## config.mk

```make
export PLATFORM = sky130hd
export DESIGN_NAME = vedic_stream_ctrl
export DESIGN_NICKNAME = d
export VERILOG_FILES = /design/src/rtl/vedic_pkg.sv /design/src/rtl/vedic_stream_ctrl.sv
export SDC_FILE = /design/constraint.sdc
export NUM_CORES = 1
export LEC_CHECK = 0
export CORE_MARGIN = 5
export CORE_UTILIZATION = 50
export CTS_BUF_LIST = sky130_fd_sc_hd__clkbuf_8
export CTS_CLUSTER_DIAMETER = 150
export DETAILED_ROUTE_END_ITERATION = 7
export PLACE_DENSITY = 0.83
export RECOVER_POWER = 25
export SETUP_SLACK_MARGIN = 0.3
export SYNTH_ARGS = -nofsm -noshare
export SYNTH_HDL_FRONTEND = slang
export SYNTH_SLANG_ARGS = --single-unit
```

## constraint.sdc

```tcl
create_clock -name clk -period 2.3 [get_ports clk]
set_input_delay 0.23 -clock clk [delete_from_list [all_inputs] [get_ports clk]]
set_output_delay 0.23 -clock clk [all_outputs]
set_load 0.005 [all_outputs]
```

## src/rtl/vedic_pkg.sv

```systemverilog
// Shared types and widths for the vedic multiplier stream controller.
// Contents: the FSM state enum, the operand/result/byte widths, and a
// helper that picks one byte out of the result word.
package vedic_pkg;

  localparam int unsigned OP_W       = 16;
  localparam int unsigned RES_W      = 32;
  localparam int unsigned BYTE_W     = 8;
  localparam int unsigned NBYTES_IN  = 4;
  localparam int unsigned NBYTES_OUT = 4;
  localparam int unsigned CNT_W      = 2;

  typedef enum logic [1:0] {
    LOAD = 2'd0,
    CALC = 2'd1,
    SEND = 2'd2
  } state_t;

  // Little-endian byte select: idx 0 -> r[7:0]
  function automatic logic [BYTE_W-1:0] res_byte(input logic [RES_W-1:0] r,
                                                 input logic [CNT_W-1:0] idx);
    logic [4:0] sh;
    sh = {idx, 3'b000};
    return BYTE_W'(r >> sh);
  endfunction

endpackage

```

## src/rtl/vedic_stream_ctrl.sv

```systemverilog
// Byte-stream front/back end for the combinational 16x16 vedic multiplier.
// Collects four input bytes (A lo, A hi, B lo, B hi), holds them as registered
// operands for one CALC cycle, captures the 32-bit product and returns it as
// four little-endian bytes.
// Ports:
//   clk, rst_n            clock, async active-low reset
//   in_valid/in_data/in_ready    upstream byte stream
//   mul_a, mul_b          registered operands to the external multiplier
//   mul_r                 product from the multiplier (combinational)
//   acc_clr               accumulator clear (only with VEDIC_ACC_EN)
//   out_valid/out_data/out_ready downstream byte stream
//   busy                  high in CALC or SEND
// Build option: define VEDIC_ACC_EN to add a wrapping 32-bit accumulator;
// without it acc_clr is ignored.
module vedic_stream_ctrl
  import vedic_pkg::*;
(
  input  logic              clk,
  input  logic              rst_n,
  input  logic              in_valid,
  input  logic [BYTE_W-1:0] in_data,
  output logic              in_ready,
  output logic [OP_W-1:0]   mul_a,
  output logic [OP_W-1:0]   mul_b,
  input  logic [RES_W-1:0]  mul_r,
  input  logic              acc_clr,
  output logic              out_valid,
  output logic [BYTE_W-1:0] out_data,
  input  logic              out_ready,
  output logic              busy
);

  state_t            r_state;
  logic [CNT_W-1:0]  r_cnt;
  logic [OP_W-1:0]   r_mul_a;
  logic [OP_W-1:0]   r_mul_b;
  logic [RES_W-1:0]  r_res;
  logic              r_in_ready;
  logic              r_out_valid;
  logic [BYTE_W-1:0] r_out_data;
  logic              r_busy;
  logic [RES_W-1:0]  w_calc;

`ifdef VEDIC_ACC_EN
  logic [RES_W-1:0] r_acc;

  // Clear-then-add when acc_clr is seen in CALC; sum wraps mod 2^32
  assign w_calc = acc_clr ? mul_r : RES_W'(r_acc + mul_r);

  // Accumulator: loads in CALC, clears on acc_clr elsewhere
  always_ff @(posedge clk or negedge rst_n) begin
    if (!rst_n) begin
      r_acc <= '0;
    end else if (r_state == CALC) begin
      r_acc <= w_calc;
    end else if (acc_clr) begin
      r_acc <= '0;
    end
  end
`else
  logic w_unused_acc_clr;

  assign w_calc           = mul_r;
  assign w_unused_acc_clr = acc_clr;
`endif

  // Control FSM with registered stream outputs
  always_ff @(posedge clk or negedge rst_n) begin
    if (!rst_n) begin
      r_state     <= LOAD;
      r_cnt       <= '0;
      r_mul_a     <= '0;
      r_mul_b     <= '0;
      r_res       <= '0;
      r_in_ready  <= 1'b1;
      r_out_valid <= 1'b0;
      r_out_data  <= '0;
      r_busy      <= 1'b0;
    end else begin
      case (r_state)
        LOAD: begin
          if (in_valid && r_in_ready) begin
            case (r_cnt)
              2'd0:    r_mul_a[7:0]  <= in_data;
              2'd1:    r_mul_a[15:8] <= in_data;
              2'd2:    r_mul_b[7:0]  <= in_data;
              default: r_mul_b[15:8] <= in_data;
            endcase
            if (r_cnt == 2'd3) begin
              r_cnt      <= '0;
              r_state    <= CALC;
              r_in_ready <= 1'b0;
              r_busy     <= 1'b1;
            end else begin
              r_cnt <= r_cnt + 2'd1;
            end
          end
        end
        CALC: begin
          // Byte 0 is presented straight from the value being captured
          r_res       <= w_calc;
          r_out_data  <= res_byte(w_calc, 2'd0);
          r_out_valid <= 1'b1;
          r_cnt       <= '0;
          r_state     <= SEND;
        end
        SEND: begin
          if (r_out_valid && out_ready) begin
            if (r_cnt == 2'd3) begin
              r_cnt       <= '0;
              r_state     <= LOAD;
              r_out_valid <= 1'b0;
              r_out_data  <= '0;
              r_in_ready  <= 1'b1;
              r_busy      <= 1'b0;
            end else begin
              r_cnt      <= r_cnt + 2'd1;
              r_out_data <= res_byte(r_res, r_cnt + 2'd1);
            end
          end
        end
        default: begin
          r_state     <= LOAD;
          r_cnt       <= '0;
          r_in_ready  <= 1'b1;
          r_out_valid <= 1'b0;
          r_busy      <= 1'b0;
        end
      endcase
    end
  end

  assign in_ready  = r_in_ready;
  assign mul_a     = r_mul_a;
  assign mul_b     = r_mul_b;
  assign out_valid = r_out_valid;
  assign out_data  = r_out_data;
  assign busy      = r_busy;

endmodule

```

# Word level (Yosys, flattened, before mapping)
# Index checks and enable logic that the tools add are counted.
# op_classes
n_lt_le_gt_ge	0
div_mod_pow	0
muxes	21
n_reduce_logical	15
add_sub_neg	1
bitwise_logic	3
shifts	1
n_mul	0
eq_ne	9
# op_table
operator	n
$shr A32 B5 Y8	1
$mux W8	2
$pmux W8 S2	1
$reduce_and A3 Y1	5
$mux W2	7
$pmux W1 S3	3
$ne A2 B2 Y1 const B	4
$eq A2 B2 Y1 const B	3
$mux W1	6
$pmux W2 S3	1
$reduce_and A5 Y1	1
$eq A2 B1 Y1 const B	2
$logic_not A2 Y1	2
$pmux W2 S2	1
$reduce_and A2 Y1	2
$reduce_and A4 Y1	1
$not A1 Y1	3
$reduce_or A3 Y1	1
$add A2 B1 Y2 const B	1
$logic_and A1 B1 Y1	2
$reduce_bool A2 Y1	1
# totals
ramBits	0
mem_count	0
regBits	79
inputBits	45
output_inout_bits	43
latch_bits	0
rom_bits	0

# Longest topological paths before layout
# Gate-level depths: netlist (run 1).
# depth
ltp_word	5
depth_mapped	7
depth_no_buf	5

# Least setup slack after synthesis (run 1)
# OpenSTA, ideal clock, no wires.
# synth_timing
path_type	reg2reg
from	reg r_cnt[0]
to	reg r_out_data[0], in the netlist out_data[0]
stages_incl_launch_ff	8
required_ns	2.174
setup_time_ns	0.126
setup_slack_ns	0.466
t_arrival_ns	1.708
cell_sequence	dfrtp_1 buf_4 inv_1 ha_1 clkbuf_1 mux4_2 nand2_1 a21oi_1
# synth_via
elab_chain_len	5
# synth_rtl
element	line	text
start: declaration	vedic_stream_ctrl.sv:34	logic [CNT_W-1:0] r_cnt;
start signal: assignment	vedic_stream_ctrl.sv:95	r_cnt <= r_cnt + 2'd1;
start signal: assignment	vedic_stream_ctrl.sv:117	r_cnt <= r_cnt + 2'd1;
$add A2 B1 Y2	vedic_stream_ctrl.sv:118	r_out_data <= res_byte(r_res, r_cnt + 2'd1);
$shr A32 B5 Y8	vedic_pkg.sv:24	return BYTE_W'(r >> sh);
$mux W8 (*)	vedic_stream_ctrl.sv:109	if (r_cnt == 2'd3) begin
$mux W8 (*)	vedic_stream_ctrl.sv:108	if (r_out_valid && out_ready) begin
$pmux W8 S2 (*)	vedic_stream_ctrl.sv:80	case (r_state)
end signal: assignment	vedic_stream_ctrl.sv:102	r_out_data <= res_byte(w_calc, 2'd0);
end signal: assignment	vedic_stream_ctrl.sv:118	
end: declaration	vedic_stream_ctrl.sv:40	logic [BYTE_W-1:0] r_out_data;
# Every way passes the cells marked *; elsewhere a longest branch is shown, timed or not. The select of a mux whose other input is x is not followed.
# A chain may end at the register's enable or synchronous reset.

==> run_results.csv, run 1 <==
group,metric,value,unit
global_route,grt_pass1_wl,12800,um
placed_design,place_ws,438,ps
global_route,grt_pass1_vias,2522,
cts,clkSinkCount,79,
critical_path,worst-path-max-fanout,48,
critical_path,worstPathCellList,"dlygate4sd3_1 > clkbuf_2 > clkbuf_1",
placed_design,port_buffers,86,
power_and_ir_drop,pwr-share-comb,0.333,
sta,max_freq,0.586,GHz
layout,layout_commonest_cell,"nand2_1",
layout,diodes,0,
cts,htreeDepth,3,
layout,drive_gt1_frac,0.169,
cts,cts-root-buf,"clkbuf_8",
layout,finalInstanceArea,4590,sq um
route,drc_errors,0,
cts,cts_tree,"built",
global_route,antenna_found_initial,0,
logic_synthesis,synth_compound_area_frac,0.0364,
global_route,grt_start_max_net_pins,49,
logic_synthesis,synth_cells,301,
route,ant_nets,0,
sta,fin_crit_sh,0.742,
power_and_ir_drop,p_per_area,1070,nW/um^2
sta,rsz0062_at_grt,"no",
flow_run,cap_viol_max_count,0,
die,die_y,92.9,um
die,core,6760,sq um
critical_path,critPathMaxStageDelay,860,ps
route,drtPass1Iterations,4,
power_and_ir_drop,power_frac_clock,0.220,
die,start_util,0.508,
logic_synthesis,netlist_area,3430,sq um
sta,finalWorstSetupSlack,593,ps
power_and_ir_drop,power.leakage,2.12,nW
sta,finalCriticalPeriod,1710,ps
route,wl_per_cell,16.3,um
logic_synthesis,synth_flop_cell,"dfrtp_1",
logic_synthesis,synthTopCellsByArea,"dfrtp_1 57%, nand2_1 12%, mux2_2 7.5%",
logic_synthesis,synth_top_family_by_area,"multiplexers",
critical_path,critPathArrivalTime,2150,ps
power_and_ir_drop,power,4.89,mW
logic_synthesis,synth_top_cell_area_share,0.569,
layout,regArea,1980,sq um
sta,slew_headroom,0.231,
logic_synthesis,synthArstFlopShare,1.00,
logic_synthesis,synth_area_per_cell,11.4,sq um
critical_path,crit_path_start_kind,"input pin",
sta,tightest_slew,1150,ps
critical_path,cp_num_buf_inv,3,
logic_synthesis,ys_warn_count,0,
layout,nFillCells,495,
route,vias,2498,
die,fp-row-count,30,
critical_path,path_delay_family,"buffers and inverters",
sta,setup_viol,0,
layout,final_cell_mix,"111 x nand2_1, 85 x clkdlybuf4s50_1, 78 x dfrtp_1, 23 x mux2_2, 12 x clkbuf_8",
cts,clkTransAtPathRegs,80,ps
die,dieArea,8620,sq um
logic_synthesis,synth.distinct_cells,32,
die,io_pins,88,
critical_path,cp_slowest_cell,"clkbuf_2",
layout,multi_input_area,1370,sq um
critical_path,end_kind,"asynchronous set/reset pin",
route,drt-initial-drc-count,76,
power_and_ir_drop,p_seq_frac,0.447,
sta,setup_tns,0,ps
layout,final_cells,476,
placed_design,place_area,4370,sq um
critical_path,cp.required,2740,ps
layout,nets,441,
critical_path,crit_start,"rst_n",
outcome,outcome,"complete, no violations",
cts,insertion_delay,350,ps
cts,max-clock-path-buffers,2,
sta,hold_viol,0,
logic_synthesis,syn_nets,351,
logic_synthesis,synth_top_area_cell,"dfrtp_1",
hold_path,hp-start,"mul_r[17]",
power_and_ir_drop,swShare,0.291,
power_and_ir_drop,intPower,3.47,mW
logic_synthesis,ys_seq_area_frac,0.576,
placed_design,dp_hpwl,5570,um
route,totalWireLength,7770,um
sta,hold_ws,410,ps
sta,slew_viol_final,0,
layout,area_growth,33.6,%
route,vias_per_cell,5.25,
logic_synthesis,synth_edf_count,0,
critical_path,rr_startpoint,"r_state[1]$_DFFE_PN0P_",
cts,cts_made_buffers,9,
cts,cts-hold-fix-buffers,1,
die,fp.dieW,92.9,um
logic_synthesis,synthMuxAreaShare,0.172,
placed_design,dp_cells,459,
hold_path,hold_path.class,"input pin to register",
power_and_ir_drop,power.switching,1.42,mW
cts,post-cts-setup-buffers,0,
global_route,grt_usage,0.192,
power_and_ir_drop,vdd_drop_max,0.471,mV
layout,final_util,0.679,
logic_synthesis,yosys.area_share.simple,0.172,
cts,cts_resized,0,
logic_synthesis,synth_xor_area_frac,0,
placed_design,globalplace.congestion,0.797,
logic_synthesis,synth_fa_ha_area_frac,0.0182,
logic_synthesis,synth-seq-cells,79,
critical_path,critical_path_class,"input pin to asynchronous set/reset pin",
global_route,gr-total-overflow,0,
sta,clock_skew,9.25,ps
## flip-flops by register name, indices dropped and copies added, names as in the netlist
register / cells
mul_b: 16
in_ready: 1
r_state: 2
out_data: 8
busy: 1
r_res: 32
mul_a: 16
out_valid: 1
r_cnt: 2
## power by group through the flow
stage                     combinational (mW)  clock (mW)  sequential, mW
after detailed placement                1.65           0            2.21
after global placement                  1.59           0            2.18
after floorplan                        0.858           0            2.15
after CTS                               1.66        1.11            2.18
final                                   1.63        1.08            2.19
after global routing                    1.79        1.16            2.25
## worst reg2reg max path, cell delays in order (launching register included)
cell and delay [ps]:
dfrtp_1 500, and4bb_1 580, nand2_4 180, mux2_4 330
## final timing paths
check / to / slack (ps) / cells after the start
worst max-delay path: in_ready$_DFFE_PN1P_ / 590 / 3
max in group clk: mul_a[4]$_DFFE_PN0P_ / 600 / 3
min in group asynchronous: r_res[22]$_DFFE_PN0P_ / 640 / 2
worst min register to register: r_res[27]$_DFFE_PN0P_ / 470 / 2
worst max register to register: mul_a[4]$_DFFE_PN0P_ / 600 / 3
worst min-delay path: r_res[17]$_DFFE_PN0P_ / 410 / 3
## logic make-up after synthesis
group / after synthesis
muxes: 42
buffers and inverters: 18
AOI/OAI and AO/OA: 23
adders and majority gates: 5
DFF: 79
and+or+nand+nor: 134
## metal layers
layer	global-route usage	up-vias	routed length [um]
met5	0	-	0
met3	0.0325	17	282
met2	0.308	66	4020
met1	0.248	1218	3260
li1	-	1197	-
met4	0.104	0	206
## final cells by class
type,count,area share
multi-input combinational,204,0.298
clock inverter,4,0.0115
sequential,79,0.431
inverter,4,0.00327
timing repair buffer,93,0.198
tap,80,0.0218
clock buffer,12,0.0360
## synthesized netlist by cell type (all sizes together), types with 4 or more instances
cell type and count:
a21oi 11, buf 10, clkbuf 4, dfrtp 78, ha 5, inv 4, mux2 33, mux4 8
nand2 115, nor3 9, o21ai 9
No activity file was read; power rests on OpenSTA's default activity.
==> run 2: changes to the inputs <==
clock period = 1.7 ns   (was 2.3 ns; I/O delays follow)
==> run_results.csv, run 2 (same netlist as run 1, synthesis figures left out) <==
group,metric,value,unit
die,dieArea,8620,sq um
global_route,grt_usage,0.203,
layout,nets,464,
layout,layout_commonest_cell,"nand2_1",
critical_path,cp_num_buf_inv,1,
route,vias_per_cell,5.32,
sta,slew_viol_final,0,
hold_path,hold_path.class,"input pin to register",
global_route,grtUsageMet3,0.0292,
layout,final_cells,498,
outcome,outcome,"complete, no violations",
placed_design,globalplace.congestion,0.816,
sta,setup_tns,0,ps
sta,finalCriticalPeriod,1500,ps
route,totalWireLength,8660,um
sta,fin_crit_sh,0.880,
power_and_ir_drop,power.leakage,2.63,nW
sta,tightest_slew,644,ps
route,vias,2651,
die,fp.dieW,92.9,um
power_and_ir_drop,p_per_area,1510,nW/um^2
route,wl_per_cell,17.4,um
sta,setup_viol,0,
die,core,6760,sq um
layout,diodes,0,
power_and_ir_drop,vdd_drop_max,0.803,mV
critical_path,path_delay_family,"flip-flops",
placed_design,place_area,4460,sq um
global_route,gr-total-overflow,0,
critical_path,cp.required,1930,ps
power_and_ir_drop,pwr-share-comb,0.366,
placed_design,port_buffers,86,
die,die_y,92.9,um
critical_path,worstPathCellList,"buf_4 > ha_1 > nand2_8 > mux2_2",
cts,htreeDepth,3,
route,drtPass1Iterations,4,
sta,clock_skew,12.6,ps
layout,finalInstanceArea,4990,sq um
power_and_ir_drop,power.switching,2.21,mW
critical_path,cp_slowest_cell,"dfrtp_2",
global_route,grt_pass1_wl,13600,um
placed_design,dp_hpwl,5620,um
route,ant_nets,0,
power_and_ir_drop,power_frac_clock,0.244,
global_route,grt_start_max_net_pins,42,
layout,drive_gt1_frac,0.256,
route,drc_errors,0,
power_and_ir_drop,p_seq_frac,0.390,
die,start_util,0.508,
die,io_pins,88,
cts,cts_tree,"built",
critical_path,crit_path_start_kind,"register",
layout,final_cell_mix,"106 x nand2_1, 77 x dfrtp_1, 47 x clkdlybuf4s50_1, 23 x mux2_2, 22 x buf_4",
cts,insertion_delay,350,ps
global_route,antenna_found_initial,0,
sta,hold_viol,0,
cts,clkTransAtPathRegs,80,ps
flow_run,cap_viol_max_count,0,
cts,clkSinkCount,79,
global_route,grt_pass1_vias,2737,
cts,cts-root-buf,"clkbuf_8",
layout,area_growth,45.5,%
critical_path,worst-path-max-fanout,8,
critical_path,critPathArrivalTime,1730,ps
sta,slew_headroom,0.570,
layout,largest_reg_flops,32,
critical_path,critPathMaxStageDelay,470,ps
placed_design,dp_cells,464,
global_route,grt_util_met2,0.356,
route,drt-initial-drc-count,136,
critical_path,end_kind,"register",
global_route,grtUsageMet1,0.250,
global_route,grt-busiest-layer,"met2",
power_and_ir_drop,intPower,5.34,mW
critical_path,critical_path_class,"register to register",
cts,max-clock-path-buffers,2,
sta,max_freq,0.668,GHz
sta,rsz0062_at_grt,"yes",
die,fp-row-count,30,
layout,top_register,"r_res",
power_and_ir_drop,swShare,0.292,
cts,cts_made_buffers,9,
==> run 2: changes by cell type in the layout (fill, tap and decap cells not counted), moves of 5 or more <==
cell             previous run  this run
buf_4                       5        22
dlymetal6s2s_1              0        21
nand2_2                     0         5
clkdlybuf4s50_1            85        47
dlygate4sd2_1               0        17
a21oi_1                    11         6
nand2_1                   111       106
a21oi_2                     0         5
==> run 2: power by group through the flow <==
stage | combinational, mW | sequential (mW) | clock (mW)
after floorplan | 1.26 | 2.91 | 0
after global placement | 2.27 | 2.94 | 0
after detailed placement | 2.36 | 2.97 | 0
after CTS | 2.64 | 2.93 | 1.85
after global routing | 2.97 | 3.02 | 1.94
final | 2.77 | 2.94 | 1.84
==> run 2: area by class of cell <==
type                            count  area [sq um]
Sequential cell                    79          1980
Fill cell                         437          1760
Multi-Input combinational cell    204          1470
Timing Repair Buffer              116          1160
Clock buffer                       10           138
Clock inverter                      5           129
Tap cell                           80           100
Inverter                            4          17.5
==> run 2: path summary, 6_finish.rpt <==
check                                      start  slack, ps  depth (start not counted)                    end
max                         r_cnt[0]$_DFFE_PN0P_        200                          4  mul_a[13]$_DFFE_PN0P_
min                                    mul_r[20]        350                          3  r_res[20]$_DFFE_PN0P_
max reg2reg                 r_cnt[0]$_DFFE_PN0P_        200                          4  mul_a[13]$_DFFE_PN0P_
min reg2reg                r_res[28]$_DFFE_PN0P_        470                          2  r_res[28]$_DFFE_PN0P_
max in group asynchronous                  rst_n        350                          3   in_ready$_DFFE_PN1P_
min in group asynchronous                  rst_n        370                          2  r_res[14]$_DFFE_PN0P_
==> run 2: per-stage QoR <==
step	power (mW)	hold WS [ps]	worst slack (ps)	utilization
5_1_grt	7.92	355	131	0.739
2_1_floorplan	4.17	-126	143	-
6_report	7.55	350	204	0.739
4_1_cts	7.41	268	214	0.719
3_5_place_dp	5.34	97.0	72.4	0.661
3_3_place_gp	5.21	94.4	99.3	0.661
==> run 2: layer usage <==
layer	vias to the layer above	part of all wire	wire, um
li1	1247	-	-
met1	1310	0.38	3310
met2	78	0.55	4730
met3	16	0.047	411
met4	0	0.024	211
met5	-	0	0
==> run 2: worst register-to-register path, delay by kind of cell (launching register included) <==
kind / cells / cell delay, ps
adder cells (fa/ha/maj): 1 / 270
AND/OR/NAND/NOR: 1 / 140
flip-flops: 1 / 470
buffers and inverters: 1 / 160
multiplexers: 1 / 350
==> run 2: repair_timing <==
action	CTS	global route
hold buffers	1	0
buffers inserted	11	7
gates cloned	0	0
endpoints found under the hold margin	24	0
resized for setup	28	33
endpoints found under the setup margin	61	66
pin swaps	2	9
